--- src/rtl/seq_nand_scheduler.sv ---
// Serial N-input NAND: one shared 2-input nand cell evaluates y = ~&i over 2N-3 clocks.
// Optional macro SEQ_NAND_DONECNT_EN adds a saturating done_cnt transfer counter.
module seq_nand_scheduler #(
   parameter int N = 4
) (
   input  logic         clk,
   input  logic         rst_n,
   input  logic [N-1:0] i,
   input  logic         in_valid,
   output logic         in_ready,
   output logic         y,
   output logic         out_valid,
   input  logic         out_ready,
   output logic         busy
`ifdef SEQ_NAND_DONECNT_EN
   ,
   output logic [15:0]  done_cnt
`endif
);

   localparam int KW = $clog2(N);
   localparam logic [KW-1:0] K_LAST = KW'(N - 1);

   generate
      if (!(N == 2 || N == 4 || N == 8 || N == 16)) begin : g_bad_n
         $error("seq_nand_scheduler: N must be 2, 4, 8 or 16");
      end
   endgenerate

   typedef enum logic [1:0] {IDLE, EVAL, DONE} state_t;

   state_t        state;
   logic [N-1:0]  opv;
   logic          acc;
   logic          t;
   logic [KW-1:0] k;
   logic          ph;

   logic cell_a;
   logic cell_b;
   logic cell_y;

   // The single shared cell: nand(acc, opv[k]) on phase 0, inverter on t for phase 1.
   always_comb begin
      cell_a = acc;
      cell_b = opv[k];
      if (ph) begin
         cell_a = t;
         cell_b = t;
      end
   end

   assign cell_y = ~(cell_a & cell_b);

   always_ff @(posedge clk or negedge rst_n) begin
      if (!rst_n) begin
         state     <= IDLE;
         opv       <= '0;
         acc       <= 1'b0;
         t         <= 1'b0;
         k         <= '0;
         ph        <= 1'b0;
         y         <= 1'b0;
         out_valid <= 1'b0;
         busy      <= 1'b0;
         in_ready  <= 1'b0;
      end else begin
         case (state)
            IDLE: begin
               in_ready <= 1'b1;
               if (in_valid && in_ready) begin
                  opv      <= i;
                  acc      <= i[0];
                  k        <= KW'(1);
                  ph       <= 1'b0;
                  in_ready <= 1'b0;
                  busy     <= 1'b1;
                  state    <= EVAL;
               end
            end
            EVAL: begin
               if (!ph) begin
                  t <= cell_y;
                  if (k == K_LAST) begin
                     y         <= cell_y;
                     busy      <= 1'b0;
                     out_valid <= 1'b1;
                     state     <= DONE;
                  end else begin
                     ph <= 1'b1;
                  end
               end else begin
                  // Inverting t restores the running AND for the next operand.
                  acc <= cell_y;
                  k   <= k + KW'(1);
                  ph  <= 1'b0;
               end
            end
            DONE: begin
               if (out_ready) begin
                  out_valid <= 1'b0;
                  in_ready  <= 1'b1;
                  state     <= IDLE;
               end
            end
            default: begin
               state <= IDLE;
            end
         endcase
      end
   end

`ifdef SEQ_NAND_DONECNT_EN
   always_ff @(posedge clk or negedge rst_n) begin
      if (!rst_n) begin
         done_cnt <= '0;
      end else if (out_valid && out_ready && (done_cnt != 16'hFFFF)) begin
         done_cnt <= done_cnt + 16'd1;
      end
   end
`endif

endmodule

--- config.mk ---
export PLATFORM = sky130hd
export DESIGN_NAME = seq_nand_scheduler
export DESIGN_NICKNAME = d
export VERILOG_FILES = /design/src/rtl/seq_nand_scheduler.sv
export SDC_FILE = /design/constraint.sdc
export NUM_CORES = 1
export LEC_CHECK = 0
export ABC_AREA = 1
export CORE_MARGIN = 5
export CORE_UTILIZATION = 49
export DETAILED_ROUTE_END_ITERATION = 8
export PLACE_DENSITY = 0.78
export RECOVER_POWER = 50
export SLEW_MARGIN = 20
export SYNTH_ARGS = -nofsm -noshare
export SYNTH_HDL_FRONTEND = slang
export SYNTH_SLANG_ARGS = --single-unit
export TNS_END_PERCENT = 30
--- constraint.sdc ---
create_clock -name clk -period 1.6 [get_ports clk]
set_clock_uncertainty 0.1 [all_clocks]
set_input_delay 0.32 -clock clk [delete_from_list [all_inputs] [get_ports clk]]
set_output_delay 0.32 -clock clk [all_outputs]
set_load 0.1 [all_outputs]
======== Word level (Yosys, flattened, before mapping) ========
Index checks and enable logic that the tools add are counted.
W data, S select, Z words.
storage, ports and cells
  RAM bits ................................ 0
  register bits after elaboration ......... 15
  memories ................................ 0
  latch bits .............................. 0
  output and inout bits ................... 4
  memory bits (read-only) ................. 0
operators by class
  eq/ne operators ......................... 8
  order comparisons ....................... 1
  multipliers ............................. 0
  bitwise gates (word level) .............. 3
  $add $sub $neg .......................... 1
  div/mod/pow operators ................... 0
  reductions and logical operators ........ 14
  shift operators ......................... 0
  mux-type cells .......................... 29
operators with widths
  operator               count
  $mux W1                16
  $reduce_and A4 Y1      3
  $mux W2                5
  $ne A2 B2 Y1 const B   5
  $pmux W1 S2            5
  $reduce_and A2 Y1      4
  $pmux W2 S3            1
  $reduce_and A3 Y1      2
  $reduce_bool A2 Y1     3
  $eq A2 B2 Y1 const B   2
  $pmux W2 S2            1
  $lt A2 B3 Y1 const B   1
  $add A2 B1 Y2 const B  1
  $bmux W1 S2            1
  $eq A2 B1 Y1 const B   1
  $logic_not A2 Y1       1
  $not A1 Y1             2
  $and A1 B1 Y1          1
  $logic_and A1 B1 Y1    1

======== Longest topological paths before layout ========
  depth after elaboration ................. 7
  depth in mapped cells ................... 7

======== Least setup slack after synthesis ========
OpenSTA, ideal clock, no wires.
  path type ............................... register to register
  start point ............................. reg in_ready
  end point ............................... reg k[0]
  clock period less this slack ............ 1.673 ns
  setup time .............................. 0.073 ns
  slack ................................... -0.073 ns
  stages on the path, launching flop included .. 7
  buffers on the path ..................... 0
  arrival ................................. 1.500 ns
  path through ............................ dfrtp_1 nand2_1 inv_1 nand2_4 nand2_2 nor2_1 a21oi_2
between the ends
  cells in the longest elaborated chain, start to end .. 3
RTL lines
  what                         RTL line  text
  start: declaration           10        output logic in_ready,
  start signal: assignment     66        in_ready <= 1'b0;
  start signal: assignment     70        in_ready <= 1'b1;
  start signal: assignment     76        in_ready <= 1'b0;
  $logic_and A1 B1 Y1          71        if (in_valid && in_ready) begin
  $ne A2 B2 Y1 (no line)       n/a
  $reduce_and A3 Y1 (no line)  n/a
  end signal: assignment       95        k <= k + KW'(1);
  end: declaration             36        logic [KW-1:0] k;
Every way passes these cells.
A chain may end at the register's enable or synchronous reset.

======== Worst setup path in the final report ========
  start point ............................. reg in_ready
  end point ............................... out in_ready
No word-level cell between the ends.

==> results.md <==
Outcome:
- The run finished with clean final reports.

Route:
- In the final routed layout, each cell accounts on average for 11.2 um.
- After detailed routing, the number of remaining DRC violations is 0.
- The first-pass detailed-route iteration total is 3.
- The total via count after detailed routing is 557.
- The detailed router finished its first iteration with 3 violations.
- The count of nets left with antenna violations once routing finished came out at 0.
- The via count normalized by instance count is 4.80.
- The final routed wirelength across all metal layers is 1.29 mm.

Synth:
- The netlist uses 16 different library cells.
- Summing the areas of all xor and xnor instances in the mapped netlist gives 0% of the synthesized area.
- The share of the Yosys chip area taken by registers is 53.5%.
- Counting flops and latches in the post-synthesis netlist gives 15.
- The area fraction in compound gates after synthesis is 5.88%.
- Synthesis produced a netlist whose cell count is 85.
- The portion of synthesized area spent on multiplexers is 0%.
- The synthesized netlist devotes 1.78% of its cell area to adder and majority cells.
- Of all cell types, the one taking the most synthesized area is sky130_fd_sc_hd__dfrtp_1.
- The synthesized netlist occupies a cell area of 702 sq um.
- The synthesized design devotes to its leading area cell type 53.5% of total area.
- The Yosys step of the flow raised 0 warnings.
- After synthesis, the largest family of logic cells by area is simple AND/OR/NAND/NOR gates.
- The average cell area after synthesis is 8.26 sq um.
- Sorting the synthesized cells by area gives the leading types as sky130_fd_sc_hd__dfrtp_1 (53%), sky130_fd_sc_hd__nand2_1 (17%), sky130_fd_sc_hd__nand3_1 (5.0%).
- The net count after synthesis is 94.
- The simple logic cell fraction of the synthesized area is 31.9%.

STA:
- Setup violations remaining at the end of the flow were counted as 0.
- Measured against its own limit, the worst slew margin works out to 45.4%.
- For the pin with the worst max-slew slack, the measured transition is 0.819 ns.
- The max-slew violation count was 0.
- Adding up every negative setup slack in the final design gives 0 ns.
- Setup repair after global routing left no endpoint under its margin.
- The number of hold violations in the final report was 0.
- The maximum clock frequency is 762 MHz.
- The final worst-path cycle share is 82.0%.
- The final critical-path required period is 1.31 ns.

Floorplanning:
- The die span in x is 47.9 um.
- In this run the core area contains 13 standard-cell rows.
- The count of boundary I/O pins is 12.
- The initial standard-cell utilization of the core is 52.6%.
- The area enclosed by the die boundary is 0.00229 sq mm.
- The height of the chip is 47.9 um.
- The core region is 0.00133 sq mm.

Global route:
- The total track usage is 14.5%.
- Entering global routing, the biggest net connects 16 pins.
- The initial antenna violation count is 0.
- The number of global-route vias before repair is 536.
- The overall overflow remaining after global route is 0.
- The wire length of the first global-routing pass is 2.24 mm.

Worst setup path:
- The endpoint type of the worst setup path is an output port.
- For the worst setup path, the data required time is 1.18 ns.
- Traced cell by cell, the critical path runs through buf_12.
- The worst setup path is of the reg -> out kind.
- STA classifies the critical path startpoint as a register.
- The cell with the largest stage delay on the worst path is sky130_fd_sc_hd__dfrtp_2.
- Counting both buffers and inverters, the worst setup path holds a total of 1.
- The critical path data arrival time is 0.89 ns.
- The cell family with the largest share of critical-path delay is flip-flops.
- The delay of the slowest cell on the worst path is 0.44 ns.
- Along the worst path, the maximum fanout reaches 3.

Clock network:
- The clock net in this run drives a total of 15 sinks.
- In this run the number of H-tree levels came out at 1.
- The CTS tree is done.
- In this run, post-CTS repair resized a total of 0 instances.
- In this run, post-CTS hold repair placed 0 buffers.
- The largest buffer count on any clock path is 2.
- Clock-pin slew was measured on the worst setup and hold paths at 0.08 ns.
- The source-to-sink clock delay at the later pin of the worst-skew pair is 0.28 ns.
- Buffers inserted during clock tree synthesis total 3.
- The post-CTS setup buffer count is 0.
- The cell at the root of the clock tree is sky130_fd_sc_hd__clkbuf_4.

Power and ir drop:
- Summed over all nets, the switching power comes to 1.05 mW.
- In this run, the clock network consumes 10.0% of the power.
- In this run the power density over the cells is 2380 mW/mm^2.
- In this run, the combinational gates consume 55.8% of the power.
- Registers are responsible for 34.1% of the overall power.
- The share of total power consumed by net switching is 49.1%.
- The internal power component is 1.09 mW.
- For this design the static power due to leakage is 0.481 nW.
- IR analysis of the VDD net gives a maximum drop of 1.19 mV.

Cells and area:
- 0 antenna diodes ended up in the layout.
- The share of cells above drive strength 1 is 19.8%.
- The post-route standard cell area excluding fillers is 900 sq um.
- From synthesis to final layout, the design area changed by 28.2%.
- Fill cells in the final layout number 114.
- For this run, the post-layout net count is 111.

Placement:
- The count of port buffers added during placement is 11.
- The detailed placer's ending HPWL is 992 um.
- The area of placed instances is 880 sq um.
- The congestion estimate from routability-driven global placement came to 0.814.

Flow run:
- The number of max-cap violations is 0.

Worst hold path:
- The type of the most critical hold path is reg -> reg.
## sequential cells by signal (all words and copies together), names as in the netlist
register	count
k	2
t	1
busy	1
in_ready	1
y	1
ph	1
state	2
out_valid	1
opv	4
acc	1
## logic make-up after synthesis
logic type	Yosys count
AO/OA/AOI/OAI	6
adder cells (fa/ha/maj)	1
buffers and inverters	13
flip-flops	15
AND/OR/NAND/NOR	50
## cell usage after synthesis (all sizes together)
master / instances
nor2: 8
dfrtp: 15
nand2: 35
a21oi: 2
inv: 13
ha: 1
nand3: 7
o211ai: 2
o21ai: 1
o31ai: 1
## power by group through the flow
stage               clock network [mW]  logic [mW]  registers [mW]
finish                           0.214        1.19           0.730
global route                     0.236        1.32           0.755
CTS                              0.219        1.21           0.732
detailed placement                   0        1.21           0.737
global placement                     0        1.19           0.728
floorplan                            0       0.505            1.05
## per-stage QoR
stage	util, %	total power [mW]	cells	hold WS, ns	setup slack (ns)
6_report	67.4	2.14	116	0.396	0.287
5_1_grt	67.4	2.31	116	0.436	0.133
4_1_cts	67.9	2.16	116	0.270	0.280
3_5_place_dp	65.9	1.95	112	0.370	0.151
3_3_place_gp	65.9	1.92	112	0.369	0.150
2_1_floorplan	-	1.55	85	-0.0756	0.217
## placed cells by master, fill, tap and decap left out, types with 3 or more instances in the layout
cell and count:
sky130_fd_sc_hd__clkbuf_4 3, sky130_fd_sc_hd__dfrtp_1 14, sky130_fd_sc_hd__nand2_1 31, sky130_fd_sc_hd__clkdlybuf4s50_1 7, sky130_fd_sc_hd__buf_12 4, sky130_fd_sc_hd__nand3_1 7
sky130_fd_sc_hd__inv_2 5, sky130_fd_sc_hd__nand2_2 3, sky130_fd_sc_hd__inv_1 8, sky130_fd_sc_hd__nor2_1 6
## cell type report
type	instances	area (sq um)	area share, %
Inverter	13	48.8	5.42
Timing Repair Buffer	12	154	17.1
Multi-Input combinational cell	57	275	30.6
Tap cell	15	18.8	2.09
Clock buffer	4	26.3	2.92
Sequential cell	15	377	41.9
## path summary, 6_finish.rpt
check | cells after the start | end | slack [ns] | startpoint
max | 1 | in_ready | 0.29 | in_ready$_DFFE_PN0P_
min | 2 | opv[1]$_DFFE_PN0P_ | 0.40 | opv[1]$_DFFE_PN0P_
max reg2reg | 5 | acc$_DFFE_PN0P_ | 0.30 | state[1]$_DFFE_PN0P_
min reg2reg | 2 | opv[1]$_DFFE_PN0P_ | 0.40 | opv[1]$_DFFE_PN0P_
max in group asynchronous | 2 | in_ready$_DFFE_PN0P_ | 0.36 | rst_n
min in group asynchronous | 2 | out_valid$_DFFE_PN0P_ | 0.48 | rst_n
## metal layers
| metal | global-route usage [%] | vias up | routed length, um | share of wire [%] |
|---|---|---|---|---|
| met1 | 17.4 | 247 | 620 | 48 |
| met3 | 3.38 | 5 | 63 | 4.9 |
| met2 | 24.5 | 12 | 581 | 45 |
| li1 | - | 293 | - | - |
| met5 | 0 | - | 0 | 0 |
| met4 | 6.45 | 0 | 29 | 2.2 |
Note: power is estimated with default switching activity, not from simulation.
